## config.mk

```make
export PLATFORM = sky130hd
export DESIGN_NAME = mrsc_decoder
export DESIGN_NICKNAME = d
export VERILOG_FILES = /design/src/rtl/mrsc_decoder.sv
export SDC_FILE = /design/constraint.sdc
export NUM_CORES = 1
export LEC_CHECK = 0
export CAP_MARGIN = 0
export CORE_MARGIN = 2
export CORE_UTILIZATION = 50
export CTS_BUF_LIST = sky130_fd_sc_hd__clkbuf_8
export DETAILED_ROUTE_END_ITERATION = 7
export GPL_TIMING_DRIVEN = 0
export PLACE_DENSITY = 0.86
export REMOVE_ABC_BUFFERS = 1
export SETUP_SLACK_MARGIN = 0.5
export SLEW_MARGIN = 20
export SYNTH_ARGS = -nofsm -noshare
export SYNTH_HDL_FRONTEND = slang
export SYNTH_SLANG_ARGS = --single-unit
```

## constraint.sdc

```tcl
create_clock -name clk -period 5.1 [get_ports clk]
set_input_delay 0.765 -clock clk [delete_from_list [all_inputs] [get_ports clk]]
set_output_delay 0.765 -clock clk [all_outputs]
set_load 0.01 [all_outputs]
```

## src/rtl/mrsc_decoder.sv

```systemverilog
// rtl/mrsc_decoder.sv - two-stage MRSC codeword decoder with valid/ready flow and saturating error counters
module mrsc_decoder #(
  parameter int CNT_W = 16
) (
  input  logic             clk,
  input  logic             rst,
  input  logic             in_valid,
  output logic             in_ready,
  input  logic [31:0]      encoded_word,
  output logic             out_valid,
  input  logic             out_ready,
  output logic [15:0]      out_word,
  output logic             err_corrected,
  output logic             err_uncorrectable,
  input  logic             clear_counts,
  output logic [CNT_W-1:0] corrected_count,
  output logic [CNT_W-1:0] uncorrectable_count
);

  function automatic logic [7:0] calc_h(input logic [15:0] d);
    logic [7:0] h;
    h = '0;
    for (int r = 0; r < 4; r++)
      for (int k = 0; k < 2; k++)
        h[2*r+k] = d[4*r+2*k] ^ d[4*r+2*k+1];
    return h;
  endfunction

  function automatic logic [7:0] calc_v(input logic [15:0] d);
    logic [7:0] v;
    v = '0;
    for (int c = 0; c < 4; c++)
      for (int k = 0; k < 2; k++)
        v[2*c+k] = d[c+8*k] ^ d[c+4+8*k];
    return v;
  endfunction

  logic             r_s1_valid;
  logic [15:0]      r_s1_d;
  logic [7:0]       r_s1_h;
  logic [7:0]       r_s1_v;
  logic [7:0]       r_s1_sh;
  logic [7:0]       r_s1_sv;
  logic             r_out_valid;
  logic [15:0]      r_out_word;
  logic             r_corr;
  logic             r_unc;
  logic [CNT_W-1:0] r_ccnt;
  logic [CNT_W-1:0] r_ucnt;

  logic        w_adv1;
  logic        w_adv2;
  logic        w_in_hs;
  logic        w_out_hs;
  logic [15:0] w_d;
  logic [7:0]  w_h;
  logic [7:0]  w_v;
  logic [15:0] w_mask;
  logic [15:0] w_fixed;
  logic [4:0]  w_syn_cnt;
  logic [15:0] w_residual;
  logic        w_corr;
  logic        w_unc;

  assign w_d = encoded_word[15:0];
  assign w_h = encoded_word[23:16];
  assign w_v = encoded_word[31:24];

  assign w_adv2   = !r_out_valid || out_ready;
  assign w_adv1   = !r_s1_valid || w_adv2;
  assign in_ready = w_adv1 && !rst;
  assign w_in_hs  = in_valid && in_ready;
  assign w_out_hs = r_out_valid && out_ready;

  // A data bit is flipped only where its row-pair and column-pair syndromes both fire
  always_comb begin
    w_mask = '0;
    for (int r = 0; r < 4; r++)
      for (int c = 0; c < 4; c++)
        w_mask[4*r+c] = r_s1_sh[2*r + c/2] & r_s1_sv[2*c + r/2];
  end

  assign w_fixed    = r_s1_d ^ w_mask;
  assign w_syn_cnt  = 5'($countones(r_s1_sh)) + 5'($countones(r_s1_sv));
  assign w_residual = {calc_h(w_fixed) ^ r_s1_h, calc_v(w_fixed) ^ r_s1_v};
  assign w_corr     = ((w_mask != 16'd0) && (w_residual == 16'd0)) ||
                      ((w_mask == 16'd0) && (w_syn_cnt == 5'd1));
  assign w_unc      = (w_syn_cnt != 5'd0) && !w_corr;

  always_ff @(posedge clk) begin
    if (rst) begin
      r_s1_valid <= 1'b0;
      r_s1_d     <= '0;
      r_s1_h     <= '0;
      r_s1_v     <= '0;
      r_s1_sh    <= '0;
      r_s1_sv    <= '0;
    end else if (w_adv1) begin
      r_s1_valid <= w_in_hs;
      if (w_in_hs) begin
        r_s1_d  <= w_d;
        r_s1_h  <= w_h;
        r_s1_v  <= w_v;
        r_s1_sh <= calc_h(w_d) ^ w_h;
        r_s1_sv <= calc_v(w_d) ^ w_v;
      end
    end
  end

  always_ff @(posedge clk) begin
    if (rst) begin
      r_out_valid <= 1'b0;
      r_out_word  <= '0;
      r_corr      <= 1'b0;
      r_unc       <= 1'b0;
    end else if (w_adv2) begin
      r_out_valid <= r_s1_valid;
      if (r_s1_valid) begin
        r_out_word <= w_fixed;
        r_corr     <= w_corr;
        r_unc      <= w_unc;
      end
    end
  end

  // Clear takes priority over any increment on the same edge
  always_ff @(posedge clk) begin
    if (rst || clear_counts) begin
      r_ccnt <= '0;
      r_ucnt <= '0;
    end else begin
      if (w_out_hs && r_corr && !(&r_ccnt))
        r_ccnt <= r_ccnt + 1'b1;
      if (w_out_hs && r_unc && !(&r_ucnt))
        r_ucnt <= r_ucnt + 1'b1;
    end
  end

  assign out_valid           = r_out_valid;
  assign out_word            = r_out_word;
  assign err_corrected       = r_corr;
  assign err_uncorrectable   = r_unc;
  assign corrected_count     = r_ccnt;
  assign uncorrectable_count = r_ucnt;

endmodule

```

==> impl_results.html, run 1 <==
<table>
<tr><th>Metric</th><th>Value</th></tr>
<tr><th colspan="2">Yosys</th></tr>
<tr><td>Post-synthesis sequential area ratio</td><td>a little over a third</td></tr>
<tr><td>Cells taking the most area after synthesis</td><td>sky130_fd_sc_hd__dfxtp_1 (37%), sky130_fd_sc_hd__xor2_1 (9.1%), sky130_fd_sc_hd__nand2_1 (7.0%)</td></tr>
<tr><td>FFs w/ async S/R, synth</td><td>0%</td></tr>
<tr><td>Post-synthesis cell count</td><td>613</td></tr>
<tr><td>Post-synthesis sequential element count</td><td>100</td></tr>
<tr><td>Primary flip-flop cell chosen by synthesis mapping</td><td>sky130_fd_sc_hd__dfxtp_1</td></tr>
<tr><td>Area leader, netlist</td><td>sky130_fd_sc_hd__dfxtp_1</td></tr>
<tr><td>Number of synthesized flops with an enable pin</td><td>0</td></tr>
<tr><td>Syn Area/Cell</td><td>8.92 µm²</td></tr>
<tr><td>Netlist area before placement</td><td>0.00547 mm²</td></tr>
<tr><td>Count of warnings emitted by yosys</td><td>0</td></tr>
<tr><td>Distinct cell type count after synthesis</td><td>42</td></tr>
<tr><td>Area share of the largest cell type after synthesis</td><td>36.6%</td></tr>
<tr><th colspan="2">Detailed routing</th></tr>
<tr><td>Iteration-0 DRC count of the detailed router</td><td>232</td></tr>
<tr><td>Number of iterations in the first detailed-routing pass</td><td>5</td></tr>
<tr><td>Residual antenna-violating net count after detailed routing</td><td>0</td></tr>
<tr><td>Via/cell ratio</td><td>roughly 5.5</td></tr>
<tr><td>Routed Wire Length</td><td>12100 µm</td></tr>
<tr><td>Vias post-DR</td><td>4542</td></tr>
<tr><td>Routed WL per cell</td><td>14.6 µm</td></tr>
<tr><td>Residual DRC</td><td>0</td></tr>
<tr><th colspan="2">Layout</th></tr>
<tr><td>Antenna Diode Count</td><td>0</td></tr>
<tr><td>Layout cells sized above 1</td><td>4.35%</td></tr>
<tr><td>Filler-free cell count of the finished design</td><td>830</td></tr>
<tr><td>Nets</td><td>739</td></tr>
<tr><td>Area growth syn-to-layout</td><td>22.3%</td></tr>
<tr><td>Fillers</td><td>880</td></tr>
<tr><th colspan="2">Timing</th></tr>
<tr><td>Final Hold Fails</td><td>0</td></tr>
<tr><td>Headroom to the max-slew limit</td><td>53.6%</td></tr>
<tr><td>Achievable Freq</td><td>0.241 GHz</td></tr>
<tr><td>Final worst-path cycle share</td><td>81.4%</td></tr>
<tr><td>Final Max Slew Viols</td><td>0</td></tr>
<tr><td>Worst Max-Slew Pin Slew</td><td>0.696 ns</td></tr>
<tr><td>Setup Skew</td><td>0.0146 ns</td></tr>
<tr><td>Setup TNS Final</td><td>0 ns</td></tr>
<tr><td>Total of endpoints with negative setup slack in the final report</td><td>0</td></tr>
<tr><td>Unrepaired setup endpoints after global routing</td><td>false</td></tr>
<tr><td>Minimum period implied by the final worst setup slack</td><td>4.15 ns</td></tr>
<tr><th colspan="2">Worst setup path</th></tr>
<tr><td>Launching element type of the critical path</td><td>flip-flop</td></tr>
<tr><td>Launch instance of the worst register-to-register path</td><td>r_s1_sh[5]</td></tr>
<tr><td>Critical path start-end classification</td><td>flip-flop to flip-flop</td></tr>
<tr><td>Endpoint class of the critical path</td><td>flip-flop</td></tr>
<tr><td>Maximum fanout count along the critical path</td><td>7</td></tr>
<tr><td>Worst Path Required</td><td>between 5 and 6 ns</td></tr>
<tr><td>Endpoint arrival time on the critical path</td><td>roughly 4.5 ns</td></tr>
<tr><td>Launch point of the worst path</td><td>r_s1_sh[5]</td></tr>
<tr><th colspan="2">Power</th></tr>
<tr><td>Switching power of the nets</td><td>~630 µW</td></tr>
<tr><td>Maximum vdd ir drop</td><td>143 µV</td></tr>
<tr><td>Relative contribution of the clock network to total power</td><td>~26%</td></tr>
<tr><td>Combinational group share of total power</td><td>28.7%</td></tr>
<tr><td>Static leakage power</td><td>2.66 nW</td></tr>
<tr><td>Power Density</td><td>294 mW/mm²</td></tr>
<tr><td>P_int</td><td>1.33 mW</td></tr>
<tr><td>Flop pwr share</td><td>a little under half</td></tr>
<tr><td>Switching portion of total power</td><td>between 30% and 40%</td></tr>
<tr><td>Post-route total power</td><td>1.96 mW</td></tr>
<tr><th colspan="2">Clock tree</th></tr>
<tr><td>Deepest clock path buffer count</td><td>2</td></tr>
<tr><td>Clock root buffer master</td><td>sky130_fd_sc_hd__clkbuf_8</td></tr>
<tr><td>Clock Sinks</td><td>100</td></tr>
<tr><td>Post-cts hold buffer count</td><td>0</td></tr>
<tr><td>Worst-skew pair later-pin latency</td><td>0.37 ns</td></tr>
<tr><td>Clock buffer count from CTS</td><td>9</td></tr>
<tr><td>Clock tree from TritonCTS</td><td>built</td></tr>
<tr><td>Postcts setup bufs</td><td>0</td></tr>
<tr><td>CTS HTree Levels</td><td>3</td></tr>
<tr><td>Clock Pin Slew Worst Setup and Hold Paths</td><td>0.10 ns</td></tr>
<tr><td>Number of resized instances in the post-cts repair step</td><td>0</td></tr>
<tr><th colspan="2">Global routing</th></tr>
<tr><td>Largest net degree at the start of global routing</td><td>41</td></tr>
<tr><td>Initial antenna violation count</td><td>0</td></tr>
<tr><td>Remaining global-route overflow</td><td>0</td></tr>
<tr><td>Wire length of the first global-routing pass</td><td>20200 µm</td></tr>
<tr><td>Vias in the first global route</td><td>4449</td></tr>
<tr><td>Total global routing track utilization</td><td>21.5%</td></tr>
<tr><th colspan="2">Min path</th></tr>
<tr><td>Hold/Removal Path Class</td><td>flip-flop to flip-flop</td></tr>
<tr><td>Worst hold path startpoint</td><td>r_s1_v[1]</td></tr>
<tr><th colspan="2">Floorplan</th></tr>
<tr><td>DIE AREA</td><td>between 0.01 and 0.015 mm²</td></tr>
<tr><td>Top-level port count</td><td>89</td></tr>
<tr><td>Effective utilization at floorplan</td><td>50.9%</td></tr>
<tr><td>Die span in x</td><td>109 µm</td></tr>
<tr><td>Standard cell core area</td><td>around 0.011 mm²</td></tr>
<tr><td>Number of placement rows</td><td>38</td></tr>
<tr><td>DIE HEIGHT</td><td>109 µm</td></tr>
<tr><th colspan="2">Outcome</th></tr>
<tr><td>Run status</td><td>finished, final reports clean</td></tr>
<tr><th colspan="2">Place</th></tr>
<tr><td>Port buffer count</td><td>88</td></tr>
<tr><td>Routability-driven placement congestion ratio</td><td>0.874</td></tr>
<tr><td>Post-detail-place hpwl</td><td>roughly 9000 µm</td></tr>
<tr><td>Number of placed instances with taps included</td><td>between 800 and 900</td></tr>
<tr><th colspan="2">Run</th></tr>
<tr><td>MaxCap Viol Count</td><td>0</td></tr>
</table>
-- layer usage --
layer  wire length (µm)  GRT usage (%)
met1               5310           26.9
met2               5940           37.0
met3                583           2.89
met4                284           9.16
met5                  0              0
-- path summary, 6_finish.rpt --
check,slack [ns],endpoint,cells after the start
hold reg to reg,0.49,r_s1_v[1],2
setup / recovery,0.95,err_corrected,14
hold / removal,0.49,r_s1_v[1],2
setup reg to reg,0.95,err_corrected,14
-- cell usage after synthesis (3+ instances only) --
| cell | number |
|---|---|
| sky130_fd_sc_hd__a211oi_1 | 17 |
| sky130_fd_sc_hd__a21oi_1 | 18 |
| sky130_fd_sc_hd__and2_1 | 3 |
| sky130_fd_sc_hd__and3_1 | 21 |
| sky130_fd_sc_hd__and4_1 | 6 |
| sky130_fd_sc_hd__buf_1 | 3 |
| sky130_fd_sc_hd__buf_6 | 4 |
| sky130_fd_sc_hd__clkbuf_1 | 24 |
| sky130_fd_sc_hd__dfxtp_1 | 100 |
| sky130_fd_sc_hd__fa_1 | 10 |
| sky130_fd_sc_hd__ha_1 | 7 |
| sky130_fd_sc_hd__inv_1 | 23 |
| sky130_fd_sc_hd__nand2_1 | 102 |
| sky130_fd_sc_hd__nand3_1 | 12 |
| sky130_fd_sc_hd__nand3b_1 | 41 |
| sky130_fd_sc_hd__nand4_1 | 13 |
| sky130_fd_sc_hd__nor2_1 | 52 |
| sky130_fd_sc_hd__nor3_1 | 5 |
| sky130_fd_sc_hd__nor4_1 | 4 |
| sky130_fd_sc_hd__nor4_2 | 3 |
| sky130_fd_sc_hd__o21ai_0 | 10 |
| sky130_fd_sc_hd__o22ai_1 | 4 |
| sky130_fd_sc_hd__o31ai_1 | 8 |
| sky130_fd_sc_hd__xnor2_1 | 33 |
| sky130_fd_sc_hd__xnor3_1 | 11 |
| sky130_fd_sc_hd__xor2_1 | 57 |
-- cells in the final DEF, fill, tap and decap left out, types with 2 or more instances in the layout --
cell type / count
sky130_fd_sc_hd__clkdlybuf4s50_1: 87
sky130_fd_sc_hd__xor2_1: 57
sky130_fd_sc_hd__fa_1: 10
sky130_fd_sc_hd__nor3_1: 5
sky130_fd_sc_hd__o31ai_1: 8
sky130_fd_sc_hd__and2_1: 2
sky130_fd_sc_hd__or3_1: 2
sky130_fd_sc_hd__clkinvlp_4: 3
sky130_fd_sc_hd__o22ai_1: 4
sky130_fd_sc_hd__and4_1: 6
sky130_fd_sc_hd__xnor2_1: 33
sky130_fd_sc_hd__nand3b_1: 41
sky130_fd_sc_hd__nand3_1: 12
sky130_fd_sc_hd__nor2_1: 52
sky130_fd_sc_hd__xor3_1: 2
sky130_fd_sc_hd__o2111a_1: 2
sky130_fd_sc_hd__o21ai_0: 10
sky130_fd_sc_hd__ha_1: 7
sky130_fd_sc_hd__mux2i_1: 2
sky130_fd_sc_hd__nand4_1: 13
sky130_fd_sc_hd__nor4_1: 4
sky130_fd_sc_hd__dfxtp_1: 100
sky130_fd_sc_hd__a21oi_1: 18
sky130_fd_sc_hd__buf_16: 4
sky130_fd_sc_hd__clkbuf_8: 9
sky130_fd_sc_hd__xnor3_1: 11
sky130_fd_sc_hd__a211oi_1: 17
sky130_fd_sc_hd__nand2_1: 101
sky130_fd_sc_hd__and3_1: 21
sky130_fd_sc_hd__inv_1: 25
sky130_fd_sc_hd__nor4_2: 3
sky130_fd_sc_hd__o21ai_1: 2
-- state kept, by name, summed over array words and instances, names as in the netlist --
signal,cells
corrected_count,16
out_word,16
r_s1_d,16
uncorrectable_count,16
r_s1_h,8
r_s1_sh,8
r_s1_sv,8
r_s1_v,8
err_corrected,1
err_uncorrectable,1
out_valid,1
r_s1_valid,1
-- cell type report --
cell class              instances  area [µm²]  share of cell area (%)
multi-input cells             459        3240                    48.5
flip-flops and latches        100        2000                    30.0
repair buffers                 92         986                    14.8
well taps                     140         175                    2.62
clock buffers                   9         124                    1.85
inverters                      23        86.3                    1.29
clock inverters                 7        68.8                    1.03
-- stage by stage --
stage                     area, µm²  setup WS (ns)  util [%]  hold WS, ns
after global routing           6680          0.771      62.2        0.506
after detailed placement       6490          0.974      60.4        0.465
final                          6680          0.949      62.2        0.489
after global placement         6370          0.493      59.3        0.466
after floorplan                5320           1.23         -        0.450
after CTS                      6680          0.941      62.2        0.484
-- power by group through the flow --
stage / combinational [mW] / clock, mW / sequential, mW
floorplan: 0.375 / 0 / 0.898
global placement: 0.520 / 0 / 0.904
detailed placement: 0.558 / 0 / 0.908
CTS: 0.565 / 0.517 / 0.890
global route: 0.629 / 0.547 / 0.898
finish: 0.563 / 0.509 / 0.891
-- logic make-up after synthesis --
kind of cell	count (synthesis)	share of synthesized area, %
simple gates	270	25.2
compound gates	66	8.01
buf+inv	54	4.26
fa+ha+maj	17	5.27
xor+xnor	104	20.3
flops	100	36.6
mux	2	0.366
-- critical path, stage by stage (launching register included) --
cell and delay (ns):
sky130_fd_sc_hd__dfxtp_1 0.45, sky130_fd_sc_hd__inv_1 0.12, sky130_fd_sc_hd__fa_1 0.56, sky130_fd_sc_hd__inv_1 0.06
sky130_fd_sc_hd__fa_1 0.45, sky130_fd_sc_hd__fa_1 0.53, sky130_fd_sc_hd__inv_1 0.06, sky130_fd_sc_hd__fa_1 0.47
sky130_fd_sc_hd__inv_1 0.04, sky130_fd_sc_hd__ha_1 0.19, sky130_fd_sc_hd__fa_1 0.44, sky130_fd_sc_hd__nor3_1 0.28
sky130_fd_sc_hd__o2111a_1 0.25, sky130_fd_sc_hd__mux2i_1 0.07, sky130_fd_sc_hd__a21oi_1 0.12
Note: power is estimated with default switching activity, not from simulation.
==> run 2, diff against run 1 <==
Clock period 5.1 ns to 4.3 ns, I/O delays scaled along.
==> impl_results.html, run 2 (same netlist as run 1, synthesis figures left out) <==
<table>
<tr><th>Metric</th><th>Value</th></tr>
<tr><th colspan="2">Run</th></tr>
<tr><td>MaxCap Viol Count</td><td>0</td></tr>
<tr><th colspan="2">Clock tree</th></tr>
<tr><td>Clock Pin Slew Worst Setup and Hold Paths</td><td>~0.1 ns</td></tr>
<tr><td>Clock root buffer master</td><td>sky130_fd_sc_hd__clkbuf_8</td></tr>
<tr><td>Clock Sinks</td><td>100</td></tr>
<tr><td>Clock tree from TritonCTS</td><td>built</td></tr>
<tr><td>Worst-skew pair later-pin latency</td><td>approximately 0.37 ns</td></tr>
<tr><td>Clock buffer count from CTS</td><td>9</td></tr>
<tr><td>CTS HTree Levels</td><td>3</td></tr>
<tr><td>Post-cts hold buffer count</td><td>0</td></tr>
<tr><td>Deepest clock path buffer count</td><td>2</td></tr>
<tr><th colspan="2">Floorplan</th></tr>
<tr><td>DIE HEIGHT</td><td>~110 µm</td></tr>
<tr><td>DIE AREA</td><td>0.0118 mm²</td></tr>
<tr><td>Die span in x</td><td>109 µm</td></tr>
<tr><td>Top-level port count</td><td>89</td></tr>
<tr><td>Number of placement rows</td><td>38</td></tr>
<tr><td>Standard cell core area</td><td>0.0107 mm²</td></tr>
<tr><td>Effective utilization at floorplan</td><td>50.9%</td></tr>
<tr><th colspan="2">Worst setup path</th></tr>
<tr><td>Endpoint arrival time on the critical path</td><td>4.05 ns</td></tr>
<tr><td>Most used cell along the critical path</td><td>sky130_fd_sc_hd__fa_1</td></tr>
<tr><td>Launching element type of the critical path</td><td>flip-flop</td></tr>
<tr><td>Cell family contributing the most delay on the critical path</td><td>adder cells</td></tr>
<tr><td>Endpoint class of the critical path</td><td>flip-flop</td></tr>
<tr><td>Max stage delay on crit path</td><td>0.53 ns</td></tr>
<tr><td>Maximum fanout count along the critical path</td><td>2</td></tr>
<tr><td>Cells traversed along the worst timing path</td><td>fa_1 &gt; inv_1 &gt; fa_1 &gt; inv_1 &gt; fa_1 &gt; inv_1 &gt; fa_1 &gt; inv_2 &gt; ha_4 &gt; fa_2 &gt; and3_4 &gt; o2111a_1 &gt; mux2i_1 &gt; a21oi_1</td></tr>
<tr><td>Worst Path Required</td><td>about 4.5 ns</td></tr>
<tr><td>Critical path's slowest cell</td><td>sky130_fd_sc_hd__fa_1</td></tr>
<tr><td>CP bufs+invs</td><td>4</td></tr>
<tr><td>Critical path start-end classification</td><td>flip-flop to flip-flop</td></tr>
<tr><th colspan="2">Layout</th></tr>
<tr><td>Antenna Diode Count</td><td>0</td></tr>
<tr><td>Share of the core filled with cells in the final layout</td><td>around 63%</td></tr>
<tr><td>Layout cells sized above 1</td><td>7.48%</td></tr>
<tr><td>Filler-free cell count of the finished design</td><td>between 800 and 900</td></tr>
<tr><td>Post-route cell area</td><td>between 0.006 and 0.007 mm²</td></tr>
<tr><td>Top library cells by usage in the layout, fill and taps aside</td><td>sky130_fd_sc_hd__nand2_1 (101), sky130_fd_sc_hd__dfxtp_1 (91), sky130_fd_sc_hd__clkdlybuf4s50_1 (87)</td></tr>
<tr><td>Fillers</td><td>867</td></tr>
<tr><td>Nets</td><td>between 700 and 800</td></tr>
<tr><td>Leading cell type in the layout, fill and taps excluded</td><td>sky130_fd_sc_hd__nand2_1</td></tr>
<tr><td>Area growth syn-to-layout</td><td>24.1%</td></tr>
<tr><th colspan="2">Detailed routing</th></tr>
<tr><td>Residual DRC</td><td>0</td></tr>
<tr><td>Routed Wire Length</td><td>12400 µm</td></tr>
<tr><td>Number of iterations in the first detailed-routing pass</td><td>5</td></tr>
<tr><td>Residual antenna-violating net count after detailed routing</td><td>0</td></tr>
<tr><td>Vias post-DR</td><td>approximately 4600</td></tr>
<tr><td>Routed WL per cell</td><td>14.9 µm</td></tr>
<tr><td>Iteration-0 DRC count of the detailed router</td><td>between 200 and 300</td></tr>
<tr><td>Via/cell ratio</td><td>5.51</td></tr>
<tr><th colspan="2">Power</th></tr>
<tr><td>Combinational group share of total power</td><td>31.1%</td></tr>
<tr><td>Relative contribution of the clock network to total power</td><td>25.0%</td></tr>
<tr><td>Post-route total power</td><td>2.40 mW</td></tr>
<tr><td>Static leakage power</td><td>2.69 nW</td></tr>
<tr><td>Maximum vdd ir drop</td><td>178 µV</td></tr>
<tr><td>Flop pwr share</td><td>roughly 44%</td></tr>
<tr><td>Power Density</td><td>roughly 350 mW/mm²</td></tr>
<tr><td>Switching power of the nets</td><td>782 µW</td></tr>
<tr><td>P_int</td><td>1.62 mW</td></tr>
<tr><td>Switching portion of total power</td><td>32.6%</td></tr>
<tr><th colspan="2">Timing</th></tr>
<tr><td>Worst Max-Slew Pin Slew</td><td>a little over 0.7 ns</td></tr>
<tr><td>Final worst-path cycle share</td><td>88.9%</td></tr>
<tr><td>Headroom to the max-slew limit</td><td>52.7%</td></tr>
<tr><td>Least setup slack across all paths after layout</td><td>0.476 ns</td></tr>
<tr><td>Minimum period implied by the final worst setup slack</td><td>between 3 and 4 ns</td></tr>
<tr><td>Setup TNS Final</td><td>0 ns</td></tr>
<tr><td>Final Hold Fails</td><td>0</td></tr>
<tr><td>Setup Skew</td><td>0.0133 ns</td></tr>
<tr><td>Total of endpoints with negative setup slack in the final report</td><td>0</td></tr>
<tr><td>Achievable Freq</td><td>about 0.26 GHz</td></tr>
<tr><td>Final Max Slew Viols</td><td>0</td></tr>
<tr><td>Worst hold margin</td><td>0.488 ns</td></tr>
<tr><td>Unrepaired setup endpoints after global routing</td><td>true</td></tr>
<tr><th colspan="2">Global routing</th></tr>
<tr><td>Initial antenna violation count</td><td>0</td></tr>
<tr><td>Largest net degree at the start of global routing</td><td>41</td></tr>
<tr><td>Remaining global-route overflow</td><td>0</td></tr>
<tr><td>Wire length of the first global-routing pass</td><td>20600 µm</td></tr>
<tr><td>Total global routing track utilization</td><td>between 20% and 30%</td></tr>
<tr><td>Vias in the first global route</td><td>between 4000 and 5000</td></tr>
<tr><th colspan="2">Place</th></tr>
<tr><td>Port buffer count</td><td>88</td></tr>
<tr><td>Number of placed instances with taps included</td><td>814</td></tr>
<tr><td>Instance area at placement</td><td>0.00649 mm²</td></tr>
<tr><td>Routability-driven placement congestion ratio</td><td>0.874</td></tr>
<tr><td>Placement Setup Slack</td><td>about 0.17 ns</td></tr>
<tr><td>Post-detail-place hpwl</td><td>about 9000 µm</td></tr>
<tr><th colspan="2">Outcome</th></tr>
<tr><td>Run status</td><td>finished, final reports clean</td></tr>
<tr><th colspan="2">Min path</th></tr>
<tr><td>Hold/Removal Path Class</td><td>flip-flop to flip-flop</td></tr>
</table>
[run 2: changes by cell type in the layout (fill, tap and decap cells not counted), sizes merged]
cell	before	now
buf	5	10
[run 2: power groups by stage]
| stage | logic (mW) | clock network, mW | registers [mW] |
|---|---|---|---|
| 2_1_floorplan | 0.444 | 0 | 1.06 |
| 3_5_place_dp | 0.662 | 0 | 1.08 |
| 5_1_grt | 0.824 | 0.650 | 1.06 |
| 6_report | 0.748 | 0.601 | 1.05 |
| 4_1_cts | 0.702 | 0.613 | 1.05 |
| 3_3_place_gp | 0.617 | 0 | 1.07 |
[run 2: final timing paths]
path              startpoint       endpoint  slack [ns]  cells past startpoint
setup / recovery  r_s1_sv[3]  err_corrected        0.48                     14
hold / removal     r_s1_v[1]      r_s1_v[1]        0.49                      2
setup reg to reg  r_s1_sv[3]  err_corrected        0.48                     14
hold reg to reg    r_s1_v[1]      r_s1_v[1]        0.49                      2
[run 2: what timing repair did]
action                     CTS  global route
setup endpoints to repair    2             2
resized for setup           17             6
pin swaps                    4             2
buffers inserted             5             0
hold endpoints to repair     0             0
cloned                       0             0
[run 2: layout make-up]
type                    instances  area (µm²)  share of cell area, %
clock inverters                 7        68.8                   1.01
repair buffers                 97        1020                   15.1
multi-input cells             459        3280                   48.3
flip-flops and latches        100        2030                   29.9
clock buffers                   9         124                   1.83
inverters                      23        86.3                   1.27
well taps                     140         175                   2.58
[run 2: worst min-delay path: stages, from the launching register on]
cell and delay [ns]:
sky130_fd_sc_hd__dfxtp_1 0.33, sky130_fd_sc_hd__nand3b_1 0.08, sky130_fd_sc_hd__nand2_1 0.05
[run 2: metal layers]
| layer | wire length, µm | GRT usage, % | part of all wire, % |
|---|---|---|---|
| met4 | 304 | 9.89 | 2.4 |
| met2 | 6160 | 37.5 | 50 |
| met1 | 5400 | 27.6 | 43 |
| met3 | 573 | 2.89 | 4.6 |
| met5 | 0 | 0 | 0 |
